==> src/rtl/uart_loader_if.sv <==
// Memory write port driven by the UART loader: assembled word, byte address, strobe.
interface uart_loader_if;
  logic [31:0] data_out;
  logic [31:0] addr_out;
  logic        we;

  modport master (output data_out, output addr_out, output we);
  modport slave  (input  data_out, input  addr_out, input  we);
endinterface

==> src/rtl/uart_loader.sv <==
// 8N1 UART receiver feeding a little-endian word assembler that writes a length-prefixed
// image into CPU memory and raises done once the announced word count has been stored.
module uart_loader #(
  parameter int          CLK_FREQ  = 100000000,
  parameter int          BAUD      = 115200,
  parameter logic [31:0] ADDR_BASE = 32'h0000_0000
) (
  input  logic          clk,
  input  logic          rst_n,
  input  logic          rx,
  uart_loader_if.master wr,
  output logic          done,
  output logic          frame_err
);

  localparam int CPB   = CLK_FREQ / BAUD;
  localparam int CNT_W = (CPB > 2) ? $clog2(CPB) : 1;
  localparam logic [CNT_W-1:0] CNT_HALF = CNT_W'(CPB / 2 - 1);
  localparam logic [CNT_W-1:0] CNT_LAST = CNT_W'(CPB - 1);

  typedef enum logic [1:0] {B_IDLE, B_START, B_DATA, B_STOP} byte_state_t;
  typedef enum logic [1:0] {W_HDR, W_BODY, W_DONE} word_state_t;

  logic             r_rx_meta;
  logic             r_rx_s;
  byte_state_t      r_bstate;
  logic [CNT_W-1:0] r_cnt;
  logic [2:0]       r_bit;
  logic [7:0]       r_shift;
  logic [7:0]       r_byte;
  logic             r_byte_valid;
  logic             r_frame_err;

  word_state_t      r_wstate;
  logic [1:0]       r_b;
  logic [23:0]      r_word;
  logic [31:0]      r_len;
  logic [31:0]      r_k;
  logic [31:0]      r_data_out;
  logic [31:0]      r_addr_out;
  logic             r_we;
  logic             r_done;
  logic [31:0]      w_word;

  // NOTE: sequential state uses non-blocking assignments so every flop samples pre-edge values.
  always_ff @(posedge clk) begin
    if (!rst_n) begin
      r_rx_meta <= 1'b1;
      r_rx_s    <= 1'b1;
    end else begin
      r_rx_meta <= rx;
      r_rx_s    <= r_rx_meta;
    end
  end

  always_ff @(posedge clk) begin
    if (!rst_n) begin
      r_bstate     <= B_IDLE;
      r_cnt        <= '0;
      r_bit        <= '0;
      r_shift      <= '0;
      r_byte       <= '0;
      r_byte_valid <= 1'b0;
      r_frame_err  <= 1'b0;
    end else begin
      r_byte_valid <= 1'b0;
      case (r_bstate)
        B_IDLE: begin
          if (!r_rx_s) begin
            r_bstate <= B_START;
            r_cnt    <= '0;
          end
        end
        B_START: begin
          // Mid-bit recheck rejects short low glitches on an idle line.
          if (r_cnt == CNT_HALF) begin
            r_cnt <= '0;
            r_bit <= '0;
            r_bstate <= r_rx_s ? B_IDLE : B_DATA;
          end else begin
            r_cnt <= r_cnt + CNT_W'(1);
          end
        end
        B_DATA: begin
          if (r_cnt == CNT_LAST) begin
            r_cnt   <= '0;
            r_shift <= {r_rx_s, r_shift[7:1]};
            if (r_bit == 3'd7) r_bstate <= B_STOP;
            else               r_bit    <= r_bit + 3'd1;
          end else begin
            r_cnt <= r_cnt + CNT_W'(1);
          end
        end
        B_STOP: begin
          if (r_cnt == CNT_LAST) begin
            r_cnt    <= '0;
            r_bstate <= B_IDLE;
            if (r_rx_s) begin
              r_byte       <= r_shift;
              r_byte_valid <= 1'b1;
            end else begin
              r_frame_err <= 1'b1;
            end
          end else begin
            r_cnt <= r_cnt + CNT_W'(1);
          end
        end
        default: r_bstate <= B_IDLE;
      endcase
    end
  end

  // Bytes 0..2 sit in r_word; the incoming byte completes the word on the 4th strobe.
  assign w_word = {r_byte, r_word};

  always_ff @(posedge clk) begin
    if (!rst_n) begin
      r_wstate   <= W_HDR;
      r_b        <= '0;
      r_word     <= '0;
      r_len      <= '0;
      r_k        <= '0;
      r_data_out <= '0;
      r_addr_out <= ADDR_BASE;
      r_we       <= 1'b0;
      r_done     <= 1'b0;
    end else begin
      r_we <= 1'b0;
      case (r_wstate)
        W_HDR: begin
          if (r_byte_valid) begin
            r_word <= {r_byte, r_word[23:8]};
            if (r_b == 2'd3) begin
              r_b   <= '0;
              r_len <= w_word;
              r_k   <= '0;
              if (w_word == 32'd0) begin
                r_wstate <= W_DONE;
                r_done   <= 1'b1;
              end else begin
                r_wstate <= W_BODY;
              end
            end else begin
              r_b <= r_b + 2'd1;
            end
          end
        end
        W_BODY: begin
          if (r_byte_valid) begin
            r_word <= {r_byte, r_word[23:8]};
            if (r_b == 2'd3) begin
              r_b        <= '0;
              r_data_out <= w_word;
              r_addr_out <= ADDR_BASE + (r_k << 2);
              r_we       <= 1'b1;
              r_k        <= r_k + 32'd1;
              if (r_k + 32'd1 == r_len) r_wstate <= W_DONE;
            end else begin
              r_b <= r_b + 2'd1;
            end
          end
        end
        W_DONE:  r_done   <= 1'b1;
        default: r_wstate <= W_HDR;
      endcase
    end
  end

  assign wr.data_out = r_data_out;
  assign wr.addr_out = r_addr_out;
  assign wr.we       = r_we;
  assign done        = r_done;
  assign frame_err   = r_frame_err;

endmodule
==> src/flat_wrapper.sv <==
// flat-port wrapper written by rule: the top's interface ports become plain ports
module uart_loader_flat 
#(
  parameter int          CLK_FREQ  = 100000000,
  parameter int          BAUD      = 115200,
  parameter logic [31:0] ADDR_BASE = 32'h0000_0000
)
  (clk, rst_n, rx, done, frame_err, wr_data_out, wr_addr_out, wr_we);
  uart_loader_if wr_i ();
  input  logic clk;
  input  logic rst_n;
  input  logic rx;
  output logic done;
  output logic frame_err;
  output wire logic [$bits(wr_i.data_out)-1:0] wr_data_out;
  output wire logic [$bits(wr_i.addr_out)-1:0] wr_addr_out;
  output wire logic [$bits(wr_i.we)-1:0] wr_we;
  assign wr_data_out = wr_i.data_out;
  assign wr_addr_out = wr_i.addr_out;
  assign wr_we = wr_i.we;
  uart_loader #(.CLK_FREQ(CLK_FREQ), .BAUD(BAUD), .ADDR_BASE(ADDR_BASE)) u_core (.clk(clk), .rst_n(rst_n), .rx(rx), .wr(wr_i), .done(done), .frame_err(frame_err));
endmodule
==> config.mk <==
export PLATFORM = sky130hd
export DESIGN_NAME = uart_loader_flat
export DESIGN_NICKNAME = d
export VERILOG_FILES = /design/src/rtl/uart_loader_if.sv /design/src/rtl/uart_loader.sv /design/src/flat_wrapper.sv
export SDC_FILE = /design/constraint.sdc
export NUM_CORES = 1
export LEC_CHECK = 0
export CAP_MARGIN = 30
export CORE_MARGIN = 5
export CORE_UTILIZATION = 45
export CTS_BUF_LIST = sky130_fd_sc_hd__clkbuf_8
export DETAILED_ROUTE_END_ITERATION = 7
export GPL_TIMING_DRIVEN = 1
export SETUP_SLACK_MARGIN = 0.15
export SYNTH_ARGS = -nofsm -noshare
export SYNTH_HDL_FRONTEND = slang
export SYNTH_SLANG_ARGS = --single-unit
==> constraint.sdc <==
create_clock -name clk -period 6.9 [get_ports clk]
set_input_delay 1.38 -clock clk [delete_from_list [all_inputs] [get_ports clk]]
set_output_delay 1.38 -clock clk [all_outputs]
set_load 0.02 [all_outputs]
# ---- Word level (Yosys, flattened, before mapping)
# Cells that the tools add are included.
dict set report totals {
  reg_bits 191
  input_bits 3
  output_inout_bits 67
  elab_cells 101
}
dict set report op_classes {
  n_addsub 4
  n_eq_ne 22
  n_mux 34
  n_bitwise 2
  reduce_logical 21
}
# cell n
set op_table {}
lappend op_table {{32-bit 2-to-1 mux} 4}
lappend op_table {{32-bit one-hot mux with 2 select lines} 1}
lappend op_table {{32-bit by 1-bit adder with 32-bit output, second input constant} 1}
lappend op_table {{32-bit == test} 1}
lappend op_table {{32-bit logical NOT} 1}
lappend op_table {{10-bit 2-to-1 mux} 3}
lappend op_table {{10-bit one-hot mux with 3 select lines} 1}
lappend op_table {{2-bit 2-to-1 mux} 13}
lappend op_table {{2-bit by 1-bit inequality test with 1-bit output, second input constant} 10}
lappend op_table {{3-bit AND reduction} 6}
lappend op_table {{10-bit by 1-bit adder with 10-bit output, second input constant} 1}
lappend op_table {{10-bit == test, second input constant} 1}
lappend op_table {{10-bit by 9-bit == test with 1-bit output, second input constant} 1}
lappend op_table {{5-bit AND reduction} 2}
lappend op_table {{3-bit 2-to-1 mux} 3}
lappend op_table {{2-bit == test, second input constant} 4}
lappend op_table {{2-bit one-hot mux with 4 select lines} 1}
lappend op_table {{4-bit AND reduction} 2}
lappend op_table {{2-bit one-hot mux with 3 select lines} 1}
lappend op_table {{3-bit one-hot mux with 2 select lines} 1}
lappend op_table {{6-bit AND reduction} 1}
lappend op_table {{2-bit nonzero test} 3}
lappend op_table {{1-bit 2-to-1 mux} 5}
lappend op_table {{2-bit by 1-bit == test with 1-bit output, second input constant} 2}
lappend op_table {{other kinds (9)} 14}

# ---- Longest topological paths before layout
# Gate-level depths: netlist of the first run.
dict set report logic_depth {
  depth_word 6
  mapped_depth 10
  depth_no_buf 9
}

# ---- Worst setup path after synthesis of the first run
# OpenSTA, ideal clock, no wires.
dict set report synth_path {
  path_type {register to register}
  startpoint {register u_core.r_k[0]}
  endpoint {register u_core.r_wstate[1]}
  setup_time_ps 69
  arrival_time_ps 2605
  required_ps 6831
  path_slack_ps 4226
  path_stages_with_launch 10
  period_less_slack_ps 2674
  cell_sequence {dfxtp_1 -> ha_1 -> nand4_2 -> nor4_4 -> and2_4 -> nand3_4 -> o41ai_2 -> o2111ai_1 -> or4_1 -> o21ai_1}
}
dict set report synth_via {
  elab_chain_len 4
}
# element line
set synth_lines {}
lappend synth_lines {{from (decl)} uart_loader.sv:38} ;# logic [31:0] r_k;
lappend synth_lines {{from (signal assigned)} uart_loader.sv:156} ;# r_k <= r_k + 32'd1;
lappend synth_lines {{32-bit by 1-bit adder with 32-bit output} uart_loader.sv:157} ;# if (r_k + 32'd1 == r_len) r_wstate <= W_DONE;
lappend synth_lines {{32-bit == test} uart_loader.sv:157}
lappend synth_lines {{2-bit by 1-bit inequality test with 1-bit output (no source line)} n/a}
lappend synth_lines {{6-bit AND reduction (no source line)} n/a}
lappend synth_lines {{to (signal assigned)} uart_loader.sv:141} ;# r_wstate <= W_BODY;
lappend synth_lines {{to (signal assigned)} uart_loader.sv:157}
lappend synth_lines {{to (signal assigned)} uart_loader.sv:164} ;# default: r_wstate <= W_HDR;
lappend synth_lines {{to (decl)} uart_loader.sv:34} ;# word_state_t r_wstate;
# Every way passes these cells.
# A chain may end at the register's enable or synchronous reset.

# ---- Worst setup path in the final report of the first run
# Same ends and word-level chain as after synthesis.

==> results of run 1 <==
Yosys cell counts (all sizes together), types with 3 or more instances:
cell and number:
nand2b 6, a21oi 155, and2 3, or4 4, o21ai 48, or3 5
xor2 17, nand2 317, nor4 16, nor2 51, xnor2 29, clkbuf 62
and4 4, o31ai 13, nor2b 11, a22o 4, nand4 21, nand4b 4
buf 24, mux2i 10, a211oi 3, ha 6, and3 12, nor3 15
dfxtp 191, nand3 20, a31oi 5, inv 11
where the power goes:
part	switching (mW)	internal, mW	total [mW]
clock	0.444	0.353	0.797
sequential	0.00971	1.11	1.12
combinational	0.0516	0.0202	0.0718
total	0.505	1.48	1.99
layer usage:
layer | global-route usage (%) | vias to the layer above | wire (um)
li1 | - | 3745 | -
met1 | 27.6 | 3370 | 10400
met2 | 29.2 | 134 | 9550
met3 | 3.99 | 19 | 804
met4 | 5.22 | 0 | 320
met5 | 0 | - | 0
flip-flops by register name, indices dropped and copies added (netlist names), 2 cells and up, named ones only:
signal              count
u_core.r_k             32
u_core.r_len           32
u_core.wr.data_out     32
u_core.wr.addr_out     30
u_core.r_word          24
u_core.r_cnt           10
u_core.r_byte           8
u_core.r_shift          8
u_core.r_bit            3
u_core.r_b              2
u_core.r_wstate         2
cells by family after synthesis:
| group | count (synthesis) |
|---|---|
| xor+xnor | 46 |
| mux | 12 |
| compound gates | 247 |
| flops | 191 |
| fa+ha+maj | 6 |
| buf+inv | 97 |
| other cells | 1 |
| simple gates | 497 |
worst min-delay path by stage:
stage	start	to	slack [ns]
floorplan	u_core.r_rx_meta	u_core.r_rx_s	0.39
global placement	u_core.r_rx_meta	u_core.r_rx_s	0.40
detailed placement	u_core.r_rx_meta	u_core.r_rx_s	0.40
CTS	u_core.r_rx_meta	u_core.r_rx_s	0.43
global route	u_core.r_rx_meta	u_core.r_rx_s	0.44
finish	u_core.r_rx_meta	u_core.r_rx_s	0.43
cells in the final DEF (no fill, tap or decap), types with 3 or more instances in the layout:
cell / instances
nor3_1: 13
and4_1: 3
and3_1: 10
buf_4: 6
nor2b_1: 10
or3_1: 5
xnor2_1: 29
nor2_1: 49
nand3_2: 3
clkbuf_8: 18
nand2b_1: 6
o31ai_1: 13
dfxtp_1: 191
nand2_1: 315
o21ai_0: 47
inv_6: 4
or4_1: 4
a22o_1: 4
xor2_1: 17
inv_1: 10
mux2i_1: 10
a21oi_1: 155
clkdlybuf4s50_1: 67
nor4_1: 15
nand3_1: 16
ha_1: 6
a31oi_1: 5
nand4b_1: 4
nand4_1: 17
inv_8: 4
a211oi_1: 3
cell type report:
cell class | count | area share, %
clock inverters | 14 | 1.97
inverters | 11 | 0.455
clock buffers | 18 | 2.57
multi-input cells | 810 | 44.4
well taps | 234 | 3.04
repair buffers | 75 | 7.87
flip-flops and latches | 191 | 39.7
per-stage QoR:
step | utilization (%) | power [mW]
after floorplan | - | 1.20
after global placement | 48.8 | 1.21
after detailed placement | 49.0 | 1.21
after CTS | 51.3 | 2.01
after global routing | 51.3 | 2.06
final | 51.3 | 1.99
==> impl_metrics.json, run 1 <==
{
  "synth_sequential_area_ratio_pct": 44.5,
  "insertedDiodeCount": 0,
  "clock_path_buffers": 2,
  "cts-hold-fix-buffers": 0,
  "endpoint_of_the_worst_register_to_register_path": "u_core.r_wstate[1]",
  "synthDominantAreaCellType": "dfxtp_1",
  "reported_leakage_power_nw": 3.21,
  "drive_above_1_share_pct": 6.08,
  "hold_ws_ns": 0.434,
  "final_min_period_over_clock_period_pct": 49.4,
  "regArea_um2": 3820,
  "power_per_cell_area_nw_per_um2": 206,
  "worst-r2r-cell-count": 9,
  "full_die_area_um2": 21900,
  "synth-compound-area-share_pct": 16.0,
  "globalRouteOverflowTotal": 0,
  "final-max-slew-violation-count": 0,
  "critical_path_buf_inv_count": 0,
  "area_delta_synth_final_pct": 12.2,
  "hold_depth": 1,
  "insertion_delay_of_the_later_clocked_pin_in_the_worst_skew_pair_ns": 0.47,
  "yosysWarningCount": 0,
  "filler_cell_count": 1881,
  "worst_path_max_delay_cell": "or4_1",
  "synth_seq_cells": 191,
  "grt_antenna_before_repair": 0,
  "timing.final.setup_violations": 0,
  "path_clk_slew_ns": 0.11,
  "grt_first_pass_wirelength_mm": 34.4,
  "cts_num_sinks": 191,
  "grt_setup_unrepaired": "false",
  "postSynthCellCount": 1097,
  "floorplan.rows": 50,
  "route.antenna.remaining_nets": 0,
  "cap_viol_max_count": 0,
  "power.ir.vdd_worst_v": 0.000160,
  "worstHoldPathType": "reg -> reg",
  "timing.critical_path.to_type": "flip-flop",
  "detailroute.via_count": 7268,
  "library_cells_used_by_synthesis": 72,
  "critPathLaunchType": "flip-flop",
  "grt_start_max_net_pins": 64,
  "combinational_family_with_the_most_area_after_synthesis": "simple AND/OR/NAND/NOR gates",
  "port_buffers": 67,
  "synth_area_leaders": "dfxtp_1 45%, nand2_1 14%, a21oi_1 9.0%",
  "place.gp.congestion": 0.865,
  "post_synthesis_async_set_or_reset_flop_share_pct": 0,
  "pre_cts_ws_ns": 3.32,
  "post-place-cells": 1321,
  "number_of_h_tree_levels": 4,
  "finalClockSkew_ns": 0.0166,
  "route.detailed.vias_per_inst": 5.37,
  "synth-adder-area-share_pct": 0.875,
  "timing_worst_slew_pin_value_ns": 0.966,
  "layoutNonFillerInstCount": 1353,
  "total_grt_usage_pct": 19.1,
  "critPathKind": "reg -> reg",
  "cpLargestDelayFamily": "simple AND/OR/NAND/NOR gates",
  "status": "finished, final reports clean",
  "cts-resized-gates": 0,
  "drcViolationCount": 0,
  "cts_root_buffer": "clkbuf_8",
  "finalNetCount": 1115,
  "worst_slew_margin_rel_pct": 35.6,
  "final_hold_viol_count": 0,
  "drt-total-wl_mm": 21.0,
  "max_stage_delay_ns": 0.63,
  "core_region_area_um2": 18800,
  "synth_simple_gate_area_share_pct": 26.6,
  "crit_chain": "ha_1 > and4_2 > nand2_2 > nor4_1 > nand3_1 > xor2_1 > o2111ai_1 > or4_1 > o21ai_1",
  "first_global_vias": 6452,
  "worstPathMaxFanout": 8,
  "critPathArrivalTime_ns": 3.82,
  "capture_point_of_the_critical_path": "u_core.r_wstate[1]",
  "critPathRequiredTime_ns": 7.31,
  "post-route-min-period_ns": 3.41,
  "drt_first_iter_violations": 459,
  "postCtsSetupRepairBufs": 0,
  "die_h_um": 148,
  "timing.rr.start": "u_core.r_k[0]",
  "fmax_mhz": 294,
  "fp.dieW_um": 148,
  "rrSetupSlack_ns": 3.49,
  "proportion_of_netlist_area_held_by_the_largest_area_contributor_pct": 44.5,
  "synth_flop_cell": "dfxtp_1",
  "routedWlPerCell_um": 15.6,
  "inserted_clock_buffers": 17,
  "detailedPlacementHpwl_mm": 14.4,
  "dpl_cell_area_um2": 9190,
  "synth-edff-count": 0,
  "postLayoutSetupSlackWorst_ns": 3.49,
  "layout.cell_area.non_filler_um2": 9630,
  "yosys-mux-area-fraction_pct": 1.43,
  "cp_num_cells": 9,
  "postSynthAreaPerCell_um2": 7.82,
  "tritoncts": "done",
  "multiInputGateArea_um2": 4280,
  "cp-startpoint": "u_core.r_k[0]",
  "io_pins": 70,
  "starting_density_of_the_core_pct": 45.7,
  "final.setup.tns_ns": 0,
  "detail_route.first_pass.iterations": 5,
  "synth_xor_xnor_area_share_pct": 4.69,
  "post_synth_instance_area_um2": 8580
}
No activity file was read; power rests on OpenSTA's default activity.
==> run 2: changes to the inputs <==
==> constraint.sdc (replaced) <==
create_clock -name clk -period 3.43 [get_ports clk]
set_input_delay 0.686 -clock clk [delete_from_list [all_inputs] [get_ports clk]]
set_output_delay 0.686 -clock clk [all_outputs]
set_load 0.02 [all_outputs]
==> impl_metrics.json, run 2 (synthesized netlist as in run 1, its figures left out) <==
{
  "grt_start_max_net_pins": 60,
  "io_pins": 70,
  "first_global_vias": 6767,
  "route.antenna.remaining_nets": 0,
  "grt_antenna_before_repair": 0,
  "globalRouteOverflowTotal": 0,
  "floorplan.rows": 50,
  "detail_route.first_pass.iterations": 5,
  "power_per_cell_area_nw_per_um2": 409,
  "highest_count_cells_in_the_layout_ignoring_fill_and_taps": "315 x nand2_1, 191 x dfxtp_1, 155 x a21oi_1",
  "grt_first_pass_wirelength_mm": 36.3,
  "die_h_um": 148,
  "layoutNonFillerInstCount": 1362,
  "clockPowerShare_pct": 39.3,
  "post-place-cells": 1330,
  "core_region_area_um2": 18800,
  "inserted_clock_buffers": 17,
  "postCtsSetupRepairBufs": 0,
  "path_clk_slew_ns": 0.10,
  "final_design_utilization_pct": 51.5,
  "insertion_delay_of_the_later_clocked_pin_in_the_worst_skew_pair_ns": 0.47,
  "postLayoutSetupSlackWorst_ns": 0.430,
  "post-route-min-period_ns": 3.00,
  "swShare_pct": 26.7,
  "total_grt_usage_pct": 20.2,
  "drt_first_iter_violations": 500,
  "internal-power_mw": 2.90,
  "port_buffers": 67,
  "comb_power_share_pct": 3.9,
  "cap_viol_max_count": 0,
  "p_seq_share_pct": 56.8,
  "worstPathMaxFanout": 8,
  "full_die_area_um2": 21900,
  "power.ir.vdd_worst_v": 0.000278,
  "starting_density_of_the_core_pct": 45.7,
  "area_delta_synth_final_pct": 12.7,
  "critPathLaunchType": "flip-flop",
  "crit_chain": "inv_1 > or4_1 > xnor2_1 > a2111oi_0 > and3_1 > nand4_1 > or4_1 > o21ai_1",
  "number_of_h_tree_levels": 4,
  "regArea_um2": 3820,
  "final-max-slew-violation-count": 0,
  "totalPowerFinal_mw": 3.96,
  "critPathRequiredTime_ns": 3.83,
  "timing_worst_slew_pin_value_ns": 1.02,
  "final_hold_viol_count": 0,
  "max_stage_delay_ns": 0.63,
  "commonest_non_fill_non_tap_cell_in_the_layout": "nand2_1",
  "route.detailed.vias_per_inst": 5.36,
  "critPathArrivalTime_ns": 3.40,
  "insertedDiodeCount": 0,
  "critPathKind": "reg -> reg",
  "timing.final.setup_violations": 0,
  "timing.critical_path.to_type": "flip-flop",
  "place.gp.congestion": 0.900,
  "cts_root_buffer": "clkbuf_8",
  "power.switching_mw": 1.06,
  "drive_above_1_share_pct": 7.00,
  "filler_cell_count": 1858,
  "drcViolationCount": 0,
  "final.setup.tns_ns": 0,
  "tritoncts": "done",
  "clock_path_buffers": 2,
  "worst_path_max_delay_cell": "or4_1",
  "pre_cts_ws_ns": 0.432,
  "reported_leakage_power_nw": 3.24,
  "fp.dieW_um": 148,
  "cts_num_sinks": 191,
  "detailedPlacementHpwl_mm": 15.2,
  "status": "finished, final reports clean",
  "finalClockSkew_ns": 0.0170,
  "drt-total-wl_mm": 21.9,
  "finalNetCount": 1124,
  "path_common_cell": "or4_1",
  "final_min_period_over_clock_period_pct": 87.4,
  "fmax_mhz": 333,
  "grt_setup_unrepaired": "false",
  "worstHoldPathType": "reg -> reg",
  "worst_slew_margin_rel_pct": 32.0,
  "detailroute.via_count": 7300,
  "multiInputGateArea_um2": 4280,
  "routedWlPerCell_um": 16.1
}
==> run 2: routing by layer <==
metal,routed length (um),global-route usage [%],share of wire [%],vias up
li1,-,-,-,3770
met3,728,3.66,3.3,12
met4,138,4.20,0.63,0
met2,10100,32.5,46,132
met5,0,0,0,-
met1,10900,28.7,50,3386
==> run 2: what timing repair did <==
action                     in CTS  in global routing
gates resized for setup         0                  2
hold buffers                    0                  0
setup endpoints to repair       0                  1
==> run 2: worst paths after layout <==
path                         to  slack [ns]  cells past startpoint             start
min               u_core.r_rx_s        0.42                      1  u_core.r_rx_meta
max          u_core.r_wstate[1]        0.43                      8     u_core.r_k[7]
max reg2reg  u_core.r_wstate[1]        0.43                      8     u_core.r_k[7]
min reg2reg       u_core.r_rx_s        0.42                      1  u_core.r_rx_meta
==> run 2: worst max-delay path, delay by kind of cell, from the launching register on <==
| kind | cells | cell delay, ns |
|---|---|---|
| AND/OR/NAND/NOR | 4 | 1.51 |
| flip-flops | 1 | 0.57 |
| AO/OA/AOI/OAI | 2 | 0.48 |
| buffers and inverters | 1 | 0.20 |
| XOR/XNOR | 1 | 0.17 |
==> run 2: area by class of cell <==
type	count	area share [%]
Multi-Input combinational cell	810	44.3
Sequential cell	191	39.5
Timing Repair Buffer	84	8.25
Tap cell	234	3.03
Clock buffer	17	2.42
Clock inverter	15	2.03
Inverter	11	0.453
==> run 2: stage by stage <==
stage | hold slack, ns | area [um2]
3_5_place_dp | 0.401 | 9230
5_1_grt | 0.448 | 9670
2_1_floorplan | 0.386 | 8590
3_3_place_gp | 0.392 | 9230
6_report | 0.425 | 9670
4_1_cts | 0.427 | 9660
==> run 2: power by group through the flow <==
| stage | Clock, mW | Combinational [mW] | Sequential, mW |
|---|---|---|---|
| 5_1_grt | 1.70 | 0.174 | 2.25 |
| 3_5_place_dp | 0 | 0.154 | 2.30 |
| 3_3_place_gp | 0 | 0.155 | 2.30 |
| 4_1_cts | 1.60 | 0.155 | 2.25 |
| 2_1_floorplan | 0 | 0.126 | 2.29 |
| 6_report | 1.56 | 0.154 | 2.25 |
